## config.mk

```make
export PLATFORM = sky130hd
export DESIGN_NAME = bpu_resolve_flat
export DESIGN_NICKNAME = d
export VERILOG_FILES = /design/src/rtl/rv32i_pkg.sv /design/src/rtl/bpu_resolve_if.sv /design/src/rtl/bpu_meta_fifo.sv /design/src/rtl/bpu_resolve.sv /design/src/flat_wrapper.sv
export SDC_FILE = /design/constraint.sdc
export NUM_CORES = 1
export LEC_CHECK = 0
export CAP_MARGIN = 20
export CORE_MARGIN = 5
export CORE_UTILIZATION = 53
export CTS_BUF_LIST = sky130_fd_sc_hd__clkbuf_16
export DETAILED_ROUTE_END_ITERATION = 16
export GPL_TIMING_DRIVEN = 0
export PLACE_DENSITY = 0.76
export SETUP_SLACK_MARGIN = 0.02
export SLEW_MARGIN = 10
export SYNTH_ARGS = -nofsm -noshare
export SYNTH_HDL_FRONTEND = slang
export SYNTH_SLANG_ARGS = --single-unit
```

## constraint.sdc

```tcl
create_clock -name i_clk -period 10.41 [get_ports i_clk]
set_input_delay 1.041 -clock i_clk [delete_from_list [all_inputs] [get_ports i_clk]]
set_output_delay 1.041 -clock i_clk [all_outputs]
set_load 0.005 [all_outputs]
```

## src/rtl/rv32i_pkg.sv

```systemverilog
// Shared RV32I front-end types: branch-prediction metadata carried from fetch to resolve.
package rv32i_pkg;

    localparam int BPU_PC_W       = 32;
    localparam int BPU_FIFO_DEPTH = 4;

    typedef struct packed {
        logic [BPU_PC_W-1:0] pc;
        logic [BPU_PC_W-1:0] next_pc;
        logic                hit;
        logic                taken;
        logic                glb_taken;
        logic                loc_taken;
    } BpuPredMeta_s;

endpackage

```

## src/rtl/bpu_resolve_if.sv

```systemverilog
// Fetch/resolve bus of the branch resolve unit; master is the pipeline, slave is bpu_resolve.
interface bpu_resolve_if #(
    parameter int PC_WIDTH   = 32,
    parameter int PERF_CNT_W = 32
);
    logic                  i_pred_vld;
    logic                  o_pred_rdy;
    logic [PC_WIDTH-1:0]   i_pred_pc;
    logic [PC_WIDTH-1:0]   i_pred_next_pc;
    logic                  i_pred_hit;
    logic                  i_pred_taken;
    logic                  i_pred_glb_taken;
    logic                  i_pred_loc_taken;
    logic                  i_res_vld;
    logic                  i_res_is_br;
    logic                  i_res_is_jmp;
    logic                  i_res_taken;
    logic [PC_WIDTH-1:0]   i_res_target;
    logic                  i_flush;
    logic                  o_redirect;
    logic [PC_WIDTH-1:0]   o_redirect_pc;
    logic                  o_upd_btb_vld;
    logic [PC_WIDTH-1:0]   o_upd_btb_pc;
    logic [PC_WIDTH-1:0]   o_upd_btb_br_addr;
    logic                  o_upd_pht_vld;
    logic                  o_upd_eval_vld;
    logic [PC_WIDTH-1:0]   o_upd_pht_pc;
    logic                  o_upd_pht_taken;
    logic                  o_upd_pht_pred_glb_taken;
    logic                  o_upd_pht_pred_loc_taken;
    logic                  o_err;
    logic [PERF_CNT_W-1:0] o_perf_br_cnt;
    logic [PERF_CNT_W-1:0] o_perf_mispred_cnt;

    modport master (
        output i_pred_vld, i_pred_pc, i_pred_next_pc, i_pred_hit, i_pred_taken,
               i_pred_glb_taken, i_pred_loc_taken, i_res_vld, i_res_is_br,
               i_res_is_jmp, i_res_taken, i_res_target, i_flush,
        input  o_pred_rdy, o_redirect, o_redirect_pc, o_upd_btb_vld, o_upd_btb_pc,
               o_upd_btb_br_addr, o_upd_pht_vld, o_upd_eval_vld, o_upd_pht_pc,
               o_upd_pht_taken, o_upd_pht_pred_glb_taken, o_upd_pht_pred_loc_taken,
               o_err, o_perf_br_cnt, o_perf_mispred_cnt
    );

    modport slave (
        input  i_pred_vld, i_pred_pc, i_pred_next_pc, i_pred_hit, i_pred_taken,
               i_pred_glb_taken, i_pred_loc_taken, i_res_vld, i_res_is_br,
               i_res_is_jmp, i_res_taken, i_res_target, i_flush,
        output o_pred_rdy, o_redirect, o_redirect_pc, o_upd_btb_vld, o_upd_btb_pc,
               o_upd_btb_br_addr, o_upd_pht_vld, o_upd_eval_vld, o_upd_pht_pc,
               o_upd_pht_taken, o_upd_pht_pred_glb_taken, o_upd_pht_pred_loc_taken,
               o_err, o_perf_br_cnt, o_perf_mispred_cnt
    );
endinterface

```

## src/rtl/bpu_meta_fifo.sv

```systemverilog
// In-order FIFO of in-flight prediction metadata; wrap-bit pointers, clear dominates push/pop.
module bpu_meta_fifo #(
    parameter int DATA_W = 8,
    parameter int DEPTH  = 4
) (
    input  logic              i_clk,
    input  logic              i_rst_n,
    input  logic              i_push,
    input  logic              i_pop,
    input  logic              i_clear,
    input  logic [DATA_W-1:0] i_wdata,
    output logic [DATA_W-1:0] o_rdata,
    output logic              o_full,
    output logic              o_empty
);
    localparam int AW = $clog2(DEPTH);
    localparam logic [AW:0] PTR_ONE = (AW+1)'(1);

    logic [AW:0]       r_wptr;
    logic [AW:0]       r_rptr;
    logic [DATA_W-1:0] r_mem [DEPTH];
    logic              w_do_push;
    logic              w_do_pop;

    assign w_do_push = i_push & ~o_full & ~i_clear;
    assign w_do_pop  = i_pop & ~o_empty & ~i_clear;

    always_ff @(posedge i_clk or negedge i_rst_n) begin
        if (!i_rst_n) begin
            r_wptr <= '0;
            r_rptr <= '0;
        end else if (i_clear) begin
            r_wptr <= '0;
            r_rptr <= '0;
        end else begin
            if (w_do_push) r_wptr <= r_wptr + PTR_ONE;
            if (w_do_pop)  r_rptr <= r_rptr + PTR_ONE;
        end
    end

    always_ff @(posedge i_clk) begin
        if (w_do_push) r_mem[r_wptr[AW-1:0]] <= i_wdata;
    end

    // Equal index with differing wrap bit means the writer lapped the reader.
    assign o_empty = (r_wptr == r_rptr);
    assign o_full  = (r_wptr[AW] != r_rptr[AW]) && (r_wptr[AW-1:0] == r_rptr[AW-1:0]);
    assign o_rdata = r_mem[r_rptr[AW-1:0]];

endmodule

```

## src/rtl/bpu_resolve.sv

```systemverilog
// Branch resolve unit: matches resolutions to queued predictions, emits predictor updates and redirects.
// Optional build macro BPU_PERF_CNT_EN enables saturating branch / mispredict counters.
module bpu_resolve
    import rv32i_pkg::*;
#(
    parameter int PC_WIDTH   = BPU_PC_W,
    parameter int FIFO_DEPTH = BPU_FIFO_DEPTH,
    parameter int PERF_CNT_W = 32
) (
    input logic          i_clk,
    input logic          i_rst_n,
    bpu_resolve_if.slave io_bpu
);
    typedef struct packed {
        logic [PC_WIDTH-1:0] pc;
        logic [PC_WIDTH-1:0] next_pc;
        logic                hit;
        logic                taken;
        logic                glb_taken;
        logic                loc_taken;
    } meta_t;

    localparam int META_W = $bits(meta_t);

    meta_t               w_wmeta;
    meta_t               w_head;
    logic [META_W-1:0]   w_head_bits;
    logic                w_full, w_empty, w_rdy, w_push, w_clear;
    logic                w_res_ok, w_underflow, w_mispred, w_is_cti;
    logic                w_pht, w_eval, w_btb, w_unused;
    logic [PC_WIDTH-1:0] w_actual;
    logic                r_live;
    logic                r_redirect, r_btb_vld, r_pht_vld, r_eval_vld, r_err;
    logic                r_pht_taken, r_pht_glb, r_pht_loc;
    logic [PC_WIDTH-1:0] r_redirect_pc, r_btb_pc, r_btb_addr, r_pht_pc;

    assign w_wmeta.pc        = io_bpu.i_pred_pc;
    assign w_wmeta.next_pc   = io_bpu.i_pred_next_pc;
    assign w_wmeta.hit       = io_bpu.i_pred_hit;
    assign w_wmeta.taken     = io_bpu.i_pred_taken;
    assign w_wmeta.glb_taken = io_bpu.i_pred_glb_taken;
    assign w_wmeta.loc_taken = io_bpu.i_pred_loc_taken;
    assign w_head            = w_head_bits;
    assign w_unused          = w_head.taken;

    // Resolution sees only the head present at cycle start; flush overrides everything.
    assign w_res_ok    = io_bpu.i_res_vld & ~w_empty & ~io_bpu.i_flush;
    assign w_underflow = io_bpu.i_res_vld & w_empty & ~io_bpu.i_flush;
    assign w_actual    = io_bpu.i_res_taken ? io_bpu.i_res_target : w_head.pc + PC_WIDTH'(4);
    assign w_mispred   = w_res_ok & (w_actual != w_head.next_pc);
    assign w_clear     = io_bpu.i_flush | w_mispred;
    assign w_rdy       = r_live & ~w_full;
    assign w_push      = io_bpu.i_pred_vld & w_rdy & ~w_clear;
    assign w_is_cti    = io_bpu.i_res_is_br | io_bpu.i_res_is_jmp;
    assign w_pht       = w_res_ok & io_bpu.i_res_is_br;
    assign w_eval      = w_pht & w_head.hit;
    assign w_btb       = w_res_ok & w_is_cti & io_bpu.i_res_taken & (~w_head.hit | w_mispred);

    bpu_meta_fifo #(
        .DATA_W (META_W),
        .DEPTH  (FIFO_DEPTH)
    ) u_fifo (
        .i_clk   (i_clk),
        .i_rst_n (i_rst_n),
        .i_push  (w_push),
        .i_pop   (w_res_ok),
        .i_clear (w_clear),
        .i_wdata (w_wmeta),
        .o_rdata (w_head_bits),
        .o_full  (w_full),
        .o_empty (w_empty)
    );

    always_ff @(posedge i_clk or negedge i_rst_n) begin
        if (!i_rst_n) begin
            r_live        <= 1'b0;
            r_redirect    <= 1'b0;
            r_btb_vld     <= 1'b0;
            r_pht_vld     <= 1'b0;
            r_eval_vld    <= 1'b0;
            r_err         <= 1'b0;
            r_pht_taken   <= 1'b0;
            r_pht_glb     <= 1'b0;
            r_pht_loc     <= 1'b0;
            r_redirect_pc <= '0;
            r_btb_pc      <= '0;
            r_btb_addr    <= '0;
            r_pht_pc      <= '0;
        end else begin
            r_live     <= 1'b1;
            r_redirect <= w_mispred;
            r_btb_vld  <= w_btb;
            r_pht_vld  <= w_pht;
            r_eval_vld <= w_eval;
            if (w_underflow) r_err <= 1'b1;
            if (w_mispred) r_redirect_pc <= w_actual;
            if (w_btb) begin
                r_btb_pc   <= w_head.pc;
                r_btb_addr <= io_bpu.i_res_target;
            end
            if (w_pht) begin
                r_pht_pc    <= w_head.pc;
                r_pht_taken <= io_bpu.i_res_taken;
                r_pht_glb   <= w_head.glb_taken;
                r_pht_loc   <= w_head.loc_taken;
            end
        end
    end

    assign io_bpu.o_pred_rdy               = w_rdy;
    assign io_bpu.o_redirect               = r_redirect;
    assign io_bpu.o_redirect_pc            = r_redirect_pc;
    assign io_bpu.o_upd_btb_vld            = r_btb_vld;
    assign io_bpu.o_upd_btb_pc             = r_btb_pc;
    assign io_bpu.o_upd_btb_br_addr        = r_btb_addr;
    assign io_bpu.o_upd_pht_vld            = r_pht_vld;
    assign io_bpu.o_upd_eval_vld           = r_eval_vld;
    assign io_bpu.o_upd_pht_pc             = r_pht_pc;
    assign io_bpu.o_upd_pht_taken          = r_pht_taken;
    assign io_bpu.o_upd_pht_pred_glb_taken = r_pht_glb;
    assign io_bpu.o_upd_pht_pred_loc_taken = r_pht_loc;
    assign io_bpu.o_err                    = r_err;

`ifdef BPU_PERF_CNT_EN
    localparam logic [PERF_CNT_W-1:0] CNT_MAX = '1;
    localparam logic [PERF_CNT_W-1:0] CNT_ONE = PERF_CNT_W'(1);

    logic [PERF_CNT_W-1:0] r_br_cnt;
    logic [PERF_CNT_W-1:0] r_mis_cnt;

    // Both counters stick at all-ones instead of wrapping.
    always_ff @(posedge i_clk or negedge i_rst_n) begin
        if (!i_rst_n) begin
            r_br_cnt  <= '0;
            r_mis_cnt <= '0;
        end else begin
            if (w_res_ok && w_is_cti && (r_br_cnt != CNT_MAX)) r_br_cnt <= r_br_cnt + CNT_ONE;
            if (w_mispred && (r_mis_cnt != CNT_MAX)) r_mis_cnt <= r_mis_cnt + CNT_ONE;
        end
    end

    assign io_bpu.o_perf_br_cnt      = r_br_cnt;
    assign io_bpu.o_perf_mispred_cnt = r_mis_cnt;
`else
    assign io_bpu.o_perf_br_cnt      = {PERF_CNT_W{1'b0}};
    assign io_bpu.o_perf_mispred_cnt = {PERF_CNT_W{1'b0}};
`endif

endmodule

```

## src/flat_wrapper.sv

```systemverilog
// flat-port wrapper written by rule: the top's interface ports become plain ports
module bpu_resolve_flat import rv32i_pkg::*;
#(
    parameter int PC_WIDTH   = BPU_PC_W,
    parameter int FIFO_DEPTH = BPU_FIFO_DEPTH,
    parameter int PERF_CNT_W = 32
)
  (i_clk, i_rst_n, io_bpu_i_pred_vld, io_bpu_i_pred_pc, io_bpu_i_pred_next_pc, io_bpu_i_pred_hit, io_bpu_i_pred_taken, io_bpu_i_pred_glb_taken, io_bpu_i_pred_loc_taken, io_bpu_i_res_vld, io_bpu_i_res_is_br, io_bpu_i_res_is_jmp, io_bpu_i_res_taken, io_bpu_i_res_target, io_bpu_i_flush, io_bpu_o_pred_rdy, io_bpu_o_redirect, io_bpu_o_redirect_pc, io_bpu_o_upd_btb_vld, io_bpu_o_upd_btb_pc, io_bpu_o_upd_btb_br_addr, io_bpu_o_upd_pht_vld, io_bpu_o_upd_eval_vld, io_bpu_o_upd_pht_pc, io_bpu_o_upd_pht_taken, io_bpu_o_upd_pht_pred_glb_taken, io_bpu_o_upd_pht_pred_loc_taken, io_bpu_o_err, io_bpu_o_perf_br_cnt, io_bpu_o_perf_mispred_cnt);
  bpu_resolve_if #(.PC_WIDTH(PC_WIDTH), .PERF_CNT_W(PERF_CNT_W)) io_bpu_i ();
  input logic i_clk;
  input logic i_rst_n;
  input wire logic [$bits(io_bpu_i.i_pred_vld)-1:0] io_bpu_i_pred_vld;
  input wire logic [$bits(io_bpu_i.i_pred_pc)-1:0] io_bpu_i_pred_pc;
  input wire logic [$bits(io_bpu_i.i_pred_next_pc)-1:0] io_bpu_i_pred_next_pc;
  input wire logic [$bits(io_bpu_i.i_pred_hit)-1:0] io_bpu_i_pred_hit;
  input wire logic [$bits(io_bpu_i.i_pred_taken)-1:0] io_bpu_i_pred_taken;
  input wire logic [$bits(io_bpu_i.i_pred_glb_taken)-1:0] io_bpu_i_pred_glb_taken;
  input wire logic [$bits(io_bpu_i.i_pred_loc_taken)-1:0] io_bpu_i_pred_loc_taken;
  input wire logic [$bits(io_bpu_i.i_res_vld)-1:0] io_bpu_i_res_vld;
  input wire logic [$bits(io_bpu_i.i_res_is_br)-1:0] io_bpu_i_res_is_br;
  input wire logic [$bits(io_bpu_i.i_res_is_jmp)-1:0] io_bpu_i_res_is_jmp;
  input wire logic [$bits(io_bpu_i.i_res_taken)-1:0] io_bpu_i_res_taken;
  input wire logic [$bits(io_bpu_i.i_res_target)-1:0] io_bpu_i_res_target;
  input wire logic [$bits(io_bpu_i.i_flush)-1:0] io_bpu_i_flush;
  output wire logic [$bits(io_bpu_i.o_pred_rdy)-1:0] io_bpu_o_pred_rdy;
  output wire logic [$bits(io_bpu_i.o_redirect)-1:0] io_bpu_o_redirect;
  output wire logic [$bits(io_bpu_i.o_redirect_pc)-1:0] io_bpu_o_redirect_pc;
  output wire logic [$bits(io_bpu_i.o_upd_btb_vld)-1:0] io_bpu_o_upd_btb_vld;
  output wire logic [$bits(io_bpu_i.o_upd_btb_pc)-1:0] io_bpu_o_upd_btb_pc;
  output wire logic [$bits(io_bpu_i.o_upd_btb_br_addr)-1:0] io_bpu_o_upd_btb_br_addr;
  output wire logic [$bits(io_bpu_i.o_upd_pht_vld)-1:0] io_bpu_o_upd_pht_vld;
  output wire logic [$bits(io_bpu_i.o_upd_eval_vld)-1:0] io_bpu_o_upd_eval_vld;
  output wire logic [$bits(io_bpu_i.o_upd_pht_pc)-1:0] io_bpu_o_upd_pht_pc;
  output wire logic [$bits(io_bpu_i.o_upd_pht_taken)-1:0] io_bpu_o_upd_pht_taken;
  output wire logic [$bits(io_bpu_i.o_upd_pht_pred_glb_taken)-1:0] io_bpu_o_upd_pht_pred_glb_taken;
  output wire logic [$bits(io_bpu_i.o_upd_pht_pred_loc_taken)-1:0] io_bpu_o_upd_pht_pred_loc_taken;
  output wire logic [$bits(io_bpu_i.o_err)-1:0] io_bpu_o_err;
  output wire logic [$bits(io_bpu_i.o_perf_br_cnt)-1:0] io_bpu_o_perf_br_cnt;
  output wire logic [$bits(io_bpu_i.o_perf_mispred_cnt)-1:0] io_bpu_o_perf_mispred_cnt;
  assign io_bpu_i.i_pred_vld = io_bpu_i_pred_vld;
  assign io_bpu_i.i_pred_pc = io_bpu_i_pred_pc;
  assign io_bpu_i.i_pred_next_pc = io_bpu_i_pred_next_pc;
  assign io_bpu_i.i_pred_hit = io_bpu_i_pred_hit;
  assign io_bpu_i.i_pred_taken = io_bpu_i_pred_taken;
  assign io_bpu_i.i_pred_glb_taken = io_bpu_i_pred_glb_taken;
  assign io_bpu_i.i_pred_loc_taken = io_bpu_i_pred_loc_taken;
  assign io_bpu_i.i_res_vld = io_bpu_i_res_vld;
  assign io_bpu_i.i_res_is_br = io_bpu_i_res_is_br;
  assign io_bpu_i.i_res_is_jmp = io_bpu_i_res_is_jmp;
  assign io_bpu_i.i_res_taken = io_bpu_i_res_taken;
  assign io_bpu_i.i_res_target = io_bpu_i_res_target;
  assign io_bpu_i.i_flush = io_bpu_i_flush;
  assign io_bpu_o_pred_rdy = io_bpu_i.o_pred_rdy;
  assign io_bpu_o_redirect = io_bpu_i.o_redirect;
  assign io_bpu_o_redirect_pc = io_bpu_i.o_redirect_pc;
  assign io_bpu_o_upd_btb_vld = io_bpu_i.o_upd_btb_vld;
  assign io_bpu_o_upd_btb_pc = io_bpu_i.o_upd_btb_pc;
  assign io_bpu_o_upd_btb_br_addr = io_bpu_i.o_upd_btb_br_addr;
  assign io_bpu_o_upd_pht_vld = io_bpu_i.o_upd_pht_vld;
  assign io_bpu_o_upd_eval_vld = io_bpu_i.o_upd_eval_vld;
  assign io_bpu_o_upd_pht_pc = io_bpu_i.o_upd_pht_pc;
  assign io_bpu_o_upd_pht_taken = io_bpu_i.o_upd_pht_taken;
  assign io_bpu_o_upd_pht_pred_glb_taken = io_bpu_i.o_upd_pht_pred_glb_taken;
  assign io_bpu_o_upd_pht_pred_loc_taken = io_bpu_i.o_upd_pht_pred_loc_taken;
  assign io_bpu_o_err = io_bpu_i.o_err;
  assign io_bpu_o_perf_br_cnt = io_bpu_i.o_perf_br_cnt;
  assign io_bpu_o_perf_mispred_cnt = io_bpu_i.o_perf_mispred_cnt;
  bpu_resolve #(.PC_WIDTH(PC_WIDTH), .FIFO_DEPTH(FIFO_DEPTH), .PERF_CNT_W(PERF_CNT_W)) u_core (.i_clk(i_clk), .i_rst_n(i_rst_n), .io_bpu(io_bpu_i));
endmodule
```

# --- After elaboration in Yosys (flattened, before gate mapping) ---
# Memory sizes are Yosys's and may differ from the RTL's.
# Index checks and enable logic that the tools add are counted.
word_totals:
  input_bits: 108
  output_inout_bits: 201
  word_cells: 58
  romBits: 0
  latch_bits: 0
  ramBits: 272
  ff_bits: 143
  memories: 1
op_classes:
  shifts: 0
  reduce_logical: 3
  n_addsub: 3
  n_bitwise: 25
  n_eq_ne: 4
  magnitude_cmp: 0
  n_mux: 7
  div: 0
  multipliers: 0
mem_list:
  columns: ["memory", "words", "width", "read_ports", "rd_clocked_by_memory_dff", "wr", "line_no", "text"]
  rows:
  - ["u_core.u_fifo.r_mem", 4, 68, 1, 0, 1, "bpu_meta_fifo.sv:21", "logic [DATA_W-1:0] r_mem [DEPTH];"]
ops:
  columns: ["op", "n"]
  rows:
  - ["adder 32 x 3 -> 32 bit (second input constant)", 1]
  - ["2-to-1 mux 32 bit", 1]
  - ["inequality test 32 bit", 1]
  - ["bitwise AND 1 bit", 17]
  - ["2-to-1 mux 3 bit", 4]
  - ["adder 3 x 1 -> 3 bit (second input constant)", 2]
  - ["inverter 1 bit", 5]
  - ["nonzero test 2 bit", 2]
  - ["== test 3 bit", 1]
  - ["bitwise OR 1 bit", 3]
  - ["== test 2 bit", 1]
  - ["2-to-1 mux 1 bit", 2]
  - ["logical AND 1 bit", 1]
  - ["inequality test 1 bit", 1]

# --- Logic depth before layout (Yosys ltp) ---
# Gate-level depths: netlist of the first run.
logic_depth:
  depth_word: 12
  depth_mapped: 17
  mapped_depth_nobuf: 11

# --- By module ---
# Synthesis of the first run repeated with hierarchy kept, for this count alone.
hier_totals:
  hier_cells: 1151
  hier_area_um2: 18637.9
by_module_without_submodules:
  columns: ["module", "area_per_inst_um2", "seq_area_each_um2", "n_inst", "cells_per_inst"]
  rows:
  - ["bpu_meta_fifo", 10453.8, 8318.0, 1, 425]
  - ["bpu_resolve", 8184.1, 3428.3, 1, 726]

# --- Worst setup path after synthesis of the first run ---
# OpenSTA, ideal clock, no wires.
synth_timing:
  path_type: "reg-to-reg"
  start: "reg u_core.u_fifo.r_rptr[0]"
  end: "mem u_core.u_fifo.r_mem[3][0] (netlist name), enable pin"
  t_required_ps: 9836
  stages_incl_launch_ff: 15
  t_arrival_ps: 8175
  n_path_buf: 3
  setup_ps: 574
  period_less_slack_ps: 8750
  setup_slack_ps: 1660
  path_cell_list: "dfrtp_1 > buf_6 > buf_6 > mux4_2 > ha_1 > nand4_4 > nor4_4 > a32o_1 > nand4b_1 > a2111oi_0 > or4b_1 > nand3_1 > o211ai_1 > clkbuf_1 > nor3_1"
synth_between:
  elab_chain_cells: 12
  word_cells_on_any_way: 21
  cone_classes: "add/sub (1); eq/ne (3); mux (3); bitwise (12); reduce/logical (1); memory (1)"
synth_rtl:
  columns: ["element", "line_no", "text"]
  rows:
  - ["start: declaration", "bpu_meta_fifo.sv:20", "logic [AW:0] r_rptr;"]
  - ["start signal: assignment", "bpu_meta_fifo.sv:37", "if (w_do_pop) r_rptr <= r_rptr + PTR_ONE;"]
  - ["memory read (4 x 68 bit) *", null, null]
  - ["via u_core.u_fifo.o_rdata[38]", "bpu_meta_fifo.sv:12", "output logic [DATA_W-1:0] o_rdata,"]
  - ["adder 32 x 3 -> 32 bit *", "bpu_resolve.sv:49", "assign w_actual = io_bpu.i_res_taken ? io_bpu.i_res_target : w_head.pc + PC_WIDTH'(4);"]
  - ["2-to-1 mux 32 bit *", "bpu_resolve.sv:49", null]
  - ["inequality test 32 bit *", "bpu_resolve.sv:50", "assign w_mispred = w_res_ok & (w_actual != w_head.next_pc);"]
  - ["bitwise AND 1 bit *", "bpu_resolve.sv:50", null]
  - ["via u_core.w_mispred", "bpu_resolve.sv:29", "logic w_res_ok, w_underflow, w_mispred, w_is_cti;"]
  - ["bitwise OR 1 bit *", "bpu_resolve.sv:51", "assign w_clear = io_bpu.i_flush | w_mispred;"]
  - ["inverter 1 bit *", "bpu_meta_fifo.sv:25, bpu_resolve.sv:53", null]
  - ["bitwise AND 1 bit", "bpu_resolve.sv:53", "assign w_push = io_bpu.i_pred_vld & w_rdy & ~w_clear;"]
  - ["bitwise AND 1 bit", "bpu_meta_fifo.sv:25", "assign w_do_push = i_push & ~o_full & ~i_clear;"]
  - ["bitwise AND 1 bit *", "bpu_meta_fifo.sv:25", null]
  - ["2-to-1 mux 1 bit *", "bpu_meta_fifo.sv:42", "if (w_do_push) r_mem[r_wptr[AW-1:0]] <= i_wdata;"]
  - ["2-to-1 mux 1 bit (not written as such) *", "bpu_meta_fifo.sv:42", null]
  - ["end: declaration", "bpu_meta_fifo.sv:21", null]
# The timed path passes the listed nets; every way through them passes the cells marked *.

# --- Worst setup path after layout of the first run ---
layout_timing:
  start: "reg u_core.u_fifo.r_rptr[1]"
  end: "mem u_core.u_fifo.r_mem[0][31] (netlist name), enable pin"
layout_between:
  elab_chain_cells: 12
  word_cells_on_any_way: 21
  cone_classes: "add/sub (1); eq/ne (3); mux (3); bitwise (12); reduce/logical (1); memory (1)"
layout_rtl:
  columns: ["element", "line_no"]
  rows:
  - ["memory read (4 x 68 bit) or == test 3 bit (tied branches)", null]
  - ["adder 32 x 3 -> 32 bit or inverter 1 bit (tied branches)", "bpu_resolve.sv:49, bpu_resolve.sv:47"]
  - ["2-to-1 mux 32 bit or bitwise AND 1 bit (tied branches)", "bpu_resolve.sv:49, bpu_resolve.sv:47"]
  - ["inequality test 32 bit or bitwise AND 1 bit (tied branches)", "bpu_resolve.sv:50, bpu_resolve.sv:47"]
  - ["bitwise AND 1 bit *", "bpu_resolve.sv:50"]
  - ["via u_core.w_mispred", "bpu_resolve.sv:29"]
  - ["bitwise OR 1 bit *", "bpu_resolve.sv:51"]
  - ["inverter 1 bit *", "bpu_meta_fifo.sv:25, bpu_resolve.sv:53"]
  - ["bitwise AND 1 bit", "bpu_resolve.sv:53"]
  - ["bitwise AND 1 bit", "bpu_meta_fifo.sv:25"]
  - ["bitwise AND 1 bit *", "bpu_meta_fifo.sv:25"]
  - ["2-to-1 mux 1 bit *", "bpu_meta_fifo.sv:42"]
  - ["2-to-1 mux 1 bit (not written as such) *", "bpu_meta_fifo.sv:42"]
# Marks and branches as above.

==> results of run 1 <==
## sequential cells by signal, summed over array words and instances (netlist names), 3 cells and up
| signal | cells |
|---|---|
| u_core.u_fifo.r_wptr | 3 |
| u_core.u_fifo.r_rptr | 3 |
| u_core.u_fifo.r_mem | 268 |
| u_core.io_bpu.o_upd_btb_br_addr | 32 |
| u_core.io_bpu.o_redirect_pc | 32 |
| u_core.io_bpu.o_upd_pht_pc | 32 |
| u_core.io_bpu.o_upd_btb_pc | 32 |
## cell usage in the layout (no fill, tap or decap), types with 30 or more instances in the layout
master	count
buf_4	77
buf_6	33
mux4_2	67
clkdlybuf4s50_1	241
nand2_1	68
mux2_2	33
o21ai_0	30
clkbuf_16	43
mux2_4	49
dfrtp_1	143
mux2_1	43
xnor2_1	46
edfxtp_1	268
conb_1	65
## synthesized netlist by cell type, drive strengths merged (3+ instances only)
master,number,area share
nor2b,5,0.0017
o211ai,5,0.0021
mux2i,11,0.0061
xor2,28,0.014
clkbuf,15,0.0031
mux2,125,0.088
ha,6,0.0042
nand2,68,0.014
edfxtp,268,0.45
and3,4,0.0014
dfrtp,143,0.20
a2111oi,3,0.0015
mux4,67,0.084
nand3b,4,0.0017
and4,3,0.0015
inv,19,0.0040
buf,97,0.039
o2111ai,3,0.0015
nand2b,5,0.0017
nor4,8,0.0048
o21ai,30,0.0083
nand4,16,0.0067
nand3,16,0.0047
nor3,23,0.0067
nor3b,3,0.0012
xnor2,46,0.022
and2,4,0.0014
a21oi,16,0.0046
a221oi,3,0.0015
nor2,28,0.0058
a31oi,3,0.0010
## cell families (layout without fill, tap and decap cells)
group,after synthesis,after routing
flops,411,411
mux,203,203
simple gates,195,195
buf+inv,131,488
compound gates,85,85
xor+xnor,76,76
fa+ha+maj,6,6
other cells,2,65
## layer usage
metal,global-route usage,up-vias
li1,-,4857
met1,0.346,5606
met2,0.415,460
met3,0.0755,99
met4,0.0797,6
met5,0,-
## worst min-delay path by stage
stage	start	end	depth (start not counted)
2_1_floorplan	u_core.io_bpu.o_err	u_core.io_bpu.o_err	1
3_3_place_gp	u_core.io_bpu.o_upd_pht_taken	u_core.io_bpu.o_upd_pht_taken	2
3_5_place_dp	u_core.io_bpu.o_upd_pht_pc[11]	u_core.io_bpu.o_upd_pht_pc[11]	2
4_1_cts	i_rst_n	u_core.io_bpu.o_upd_pht_pred_glb_taken	1
5_1_grt	i_rst_n	u_core.io_bpu.o_upd_pht_pred_glb_taken	1
6_report	i_rst_n	u_core.io_bpu.o_upd_pht_pred_glb_taken	1
## cell type report
type	count	area, um2
well taps	448	561
inverters	19	71.3
clock inverters	36	299
multi-input cells	630	5840
fillers	2292	10600
plain buffers	112	767
repair buffers	278	2810
clock buffers	43	1080
flip-flops and latches	411	11600
## power by group through the flow
stage / Clock (mW) / Combinational [mW] / Sequential, mW
2_1_floorplan: 0 / 0.293 / 2.11
3_3_place_gp: 0 / 0.877 / 2.10
3_5_place_dp: 0 / 0.902 / 2.11
4_1_cts: 1.51 / 0.909 / 2.08
5_1_grt: 1.58 / 0.959 / 2.10
6_report: 1.48 / 0.898 / 2.08
## through the flow
| stage | hold slack (ns) | util | total power [mW] | setup TNS (ns) |
|---|---|---|---|---|
| 5_1_grt | 0.457 | 0.686 | 4.64 | 0 |
| 4_1_cts | 0.430 | 0.686 | 4.49 | 0 |
| 2_1_floorplan | 0.466 | - | 2.40 | 0 |
| 6_report | 0.421 | 0.686 | 4.46 | 0 |
| 3_5_place_dp | 0.474 | 0.645 | 3.01 | 0 |
| 3_3_place_gp | 0.462 | 0.633 | 2.98 | -1026.25 |
==> impl_metrics.ini, run 1 <==
[global_route]
grt_pass1_wl_mm = 73.6
gr-total-overflow = 0
grt_start_max_net_pins = 82
grt_pass1_vias = 11482
grtUsageTotal = 0.259
antenna_found_initial = 3

[floorplanning]
die_w_um = 195
core-area_mm2 = 0.0336
rows = 67
pin_count = 309
initial_core_util = 0.537
die_h_um = 195
dieArea_mm2 = 0.0378

[setup_path]
r2r_cells = 18
path_cells = buf_2 -> buf_2 -> buf_2 -> buf_2 -> buf_2 -> buf_2 -> mux4_2 -> xor2_1 -> a2111oi_0 -> o2111ai_1 -> nor3_2 -> o211ai_1 -> clkbuf_1 -> nor3_2 -> buf_6 -> buf_6 -> buf_6 -> buf_4
cp_data_arrival_time_ns = 7.38
cp-end-kind = register
crit_buf_inv = 11
r2r_setup_slack_ns = 3.26
crit_fanout = 10
path_class = reg2reg
worstSetupStartpointType = register
cpMostUsedCell = buf_2
crit_start = u_core.u_fifo.r_rptr[1]
r2r_start = u_core.u_fifo.r_rptr[1]
crit_end = u_core.u_fifo.r_mem[0][31]
critPathTopFamily = buffers and inverters
worstPathRequired_ns = 10.65
crit_cells = 18
reg2reg_to = u_core.u_fifo.r_mem[0][31]
critPathMaxStageDelay_ns = 0.83
crit_slowest_cell = a2111oi_0

[placed_design]
placed_area_mm2 = 0.0217
gp_congestion = 0.913
hpwl_mm = 36.5
place.detailed.instances = 1898
pre_cts_slack_ns = 3.26
port_buffers = 242

[clocking]
cts_tree = built
clk_pin_slew_ns = 0.06
cts-root-buf = clkbuf_16
cts_resized = 0
cts.sinks = 411
cts_max_level = 2
clk_path_buf_depth = 3
cts_hold_buf = 0
clk_latency_ns = 0.55
post_cts_buffers = 0
cts_buffers = 43

[logic_synthesis]
synth_xor_area_frac = 0.0384
ys_types = 69
netlist_instances = 1109
synth_top_family_by_area = multiplexers
ys_ff_latch = 411
synthAdderAreaFrac = 0.00416
seq_area_frac_synth = 0.644
synth_edf_count = 268
syn_area_mm2 = 0.0180
synthArstFlopShare = 0.348
synth-simple-area-share = 0.0573
synth-main-ff-cell = edfxtp_1
synth_compound_area_frac = 0.0311
avgSynthCellArea_um2 = 16.3
yosysWarnings = 0
synthMuxAreaShare = 0.178

[layout]
layout-drive-gt1-share = 0.235
layout.nets = 1609
area_growth_pct = 27.7
final_area_mm2 = 0.0230
stdcell_count = 1977
diodes = 0

[power]
power_frac_seq = 0.466
p_leak_nw = 8.69
sw_frac_of_total = 0.238
power.switching_mw = 1.06
ir_worst_vdd_mv = 0.156
p_clk_frac = 0.332
pwr-share-comb = 0.202
p_int_mw = 3.40
powerDensity_mw_per_mm2 = 193

[sta]
finalHoldViolations = 0
post-route-min-period_ns = 7.15
rsz0062_at_grt = false
clock_skew_ns = 0.0188
slew_viol_final = 0
tightestPinTransition_ns = 0.958
fin_crit_sh = 0.686
setup_viol = 0
relSlewSlack = 0.345
fin_ws_ns = 3.26
fmax_ghz = 0.140

[drt]
num_vias = 11028
drt-met1-wl_mm = 19.9
drt_iter0_markers = 826
drc = 0
via_per_inst = 5.58
top_layer_used = met5
wl_mm = 49.4
wl_met3_mm = 4.27
dr_wl_met2_mm = 23.6
post_drt_wl_per_cell_um = 25.0
first_pass_iters = 5
antenna_left = 0

[run_status]
status = finished, final reports clean

[job]
drv_cap = 0

[min_path]
hold_class = in2async
(Power assumes the default switching activity.)
==> inputs of run 2 (changes only) <==
--- a/config.mk
+++ b/config.mk
@@ -7,11 +7,11 @@
 export LEC_CHECK = 0
 export CAP_MARGIN = 20
 export CORE_MARGIN = 5
-export CORE_UTILIZATION = 53
+export CORE_UTILIZATION = 48
 export CTS_BUF_LIST = sky130_fd_sc_hd__clkbuf_16
 export DETAILED_ROUTE_END_ITERATION = 16
 export GPL_TIMING_DRIVEN = 0
-export PLACE_DENSITY = 0.76
+export PLACE_DENSITY = 0.72
 export SETUP_SLACK_MARGIN = 0.02
 export SLEW_MARGIN = 10
 export SYNTH_ARGS = -nofsm -noshare
==> constraint.sdc (replaced) <==
create_clock -name i_clk -period 6.1 [get_ports i_clk]
set_input_delay 0.61 -clock i_clk [delete_from_list [all_inputs] [get_ports i_clk]]
set_output_delay 0.61 -clock i_clk [all_outputs]
set_load 0.005 [all_outputs]
==> run 2 against run 1 <==
First-iteration DRC count grew 5.1%. Clock power grew 78%. Final area up 1.1%. Global-route usage down 2.1 points. Sequential cell count is the same. Clock skew down 0.0017 ns.
==> impl_metrics.ini, run 2 (synthesized netlist as in run 1, its figures left out) <==
[sta]
slew_viol_final = 0
tightestPinTransition_ns = 0.921
tns_ns = 0
setup_viol = 0
clock_skew_ns = 0.0170
holdWs_ns = 0.475
relSlewSlack = 0.386
finalHoldViolations = 0
fmax_ghz = 0.170
post-route-min-period_ns = 5.87
rsz0062_at_grt = false
fin_ws_ns = 0.226
fin_crit_sh = 0.963

[global_route]
grtUsageTotal = 0.238
grt_pass1_vias = 11120
grt_start_max_net_pins = 93
grt_pass1_wl_mm = 73.2
antenna_found_initial = 3
gr-total-overflow = 0

[clocking]
cts_max_level = 2
cts.sinks = 411
clk_path_buf_depth = 3
cts-root-buf = clkbuf_16
cts_buffers = 44
clk_latency_ns = 0.56
cts_tree = built
clk_pin_slew_ns = 0.06

[floorplanning]
dieArea_mm2 = 0.0416
die_h_um = 204
initial_core_util = 0.483
rows = 71
die_w_um = 204
pin_count = 309
core-area_mm2 = 0.0374

[job]
drv_cap = 0

[setup_path]
crit_fanout = 15
cp_data_arrival_time_ns = 6.14
worstSetupStartpointType = register
cp-end-kind = register
worstPathRequired_ns = 6.36
path_class = reg2reg

[layout]
stdcell_count = 2041
fill_cells = 2822
layout_commonest_cell = edfxtp_1
diodes = 0
largest_register_ffs = 268
multi_input_area_mm2 = 0.00587
layout-drive-gt1-share = 0.232
final_area_mm2 = 0.0233
final_cell_mix = edfxtp_1 (268), clkdlybuf4s50_1 (241), dfrtp_1 (143), buf_4 (79), nand2_1 (68)
layout.nets = 1609
regArea_mm2 = 0.0116
final_core_utilization = 0.623
area_growth_pct = 29.1

[drt]
drt_iter0_markers = 868
wl_mm = 50.1
post_drt_wl_per_cell_um = 24.5
via_per_inst = 5.38
num_vias = 10982
antenna_left = 0
drc = 0
first_pass_iters = 5

[min_path]
hold_class = reg2reg

[placed_design]
hpwl_mm = 36.5
pre_cts_slack_ns = -0.477
gp_congestion = 0.894
port_buffers = 242
place.detailed.instances = 1946
placed_area_mm2 = 0.0218

[power]
ir_worst_vdd_mv = 0.354
power.total_mw = 7.72
p_leak_nw = 8.77
powerDensity_mw_per_mm2 = 331

[run_status]
status = finished, final reports clean
==> run 2: area by class of cell <==
class	instances	share of cell area
buffer	112	0.0332
clock buffer	44	0.0472
clock inverter	37	0.0139
inverter	19	0.00306
multi-input combinational	630	0.252
sequential	411	0.499
tap	511	0.0274
timing repair buffer	277	0.124
==> run 2: power breakdown <==
part / internal (mW) / switching [mW] / total [mW] / leakage, nW
Sequential: 3.35 / 0.193 / 3.54 / 4.21
Combinational: 0.991 / 0.545 / 1.54 / 3.83
Clock: 1.56 / 1.08 / 2.64 / 0.733
Total: 5.90 / 1.82 / 7.72 / 8.77
==> run 2: per-layer routing <==
metal | vias to the layer above | share of wire | GRT usage
li1 | 4863 | - | -
met1 | 5554 | 0.41 | 0.321
met2 | 493 | 0.49 | 0.388
met3 | 68 | 0.089 | 0.0692
met4 | 4 | 0.020 | 0.0542
met5 | - | 0.00054 | 0
==> run 2: path summary, 6_finish.rpt <==
check	startpoint	endpoint	cells after the start	slack, ns
hold reg to reg	u_core.io_bpu.o_err	u_core.io_bpu.o_err	1	0.48
setup / recovery	u_core.u_fifo.r_rptr[1]	u_core.u_fifo.r_mem[0][50]	17	0.23
setup reg to reg	u_core.u_fifo.r_rptr[1]	u_core.u_fifo.r_mem[0][50]	17	0.23
hold / removal	u_core.io_bpu.o_err	u_core.io_bpu.o_err	1	0.48
max in group asynchronous	i_rst_n	u_core.io_bpu.o_upd_btb_pc[12]	3	4.67
min in group asynchronous	i_rst_n	u_core.io_bpu.o_upd_btb_br_addr[13]	2	0.58
==> run 2: critical path, cell delays in order (launching register included) <==
cell       delay (ns)
dfrtp_1          0.37
clkbuf_4         0.29
buf_2            0.32
buf_2            0.35
buf_2            0.37
buf_2            0.37
clkbuf_4         0.35
mux4_2           0.36
xor2_1           0.16
a2111oi_1        0.59
o2111ai_1        0.32
nor3_4           0.31
o211ai_1         0.18
clkbuf_2         0.31
nor3_4           0.32
buf_16           0.20
buf_8            0.19
buf_8            0.19
==> run 2: timing repair <==
| action | in CTS | in global routing |
|---|---|---|
| setup endpoints to repair | 255 | 81 |
| pin swaps | 4 | 0 |
| buffers inserted | 13 | 0 |
| hold buffers | 1 | 0 |
| hold endpoints to repair | 51 | 0 |
| gates resized for setup | 2 | 3 |
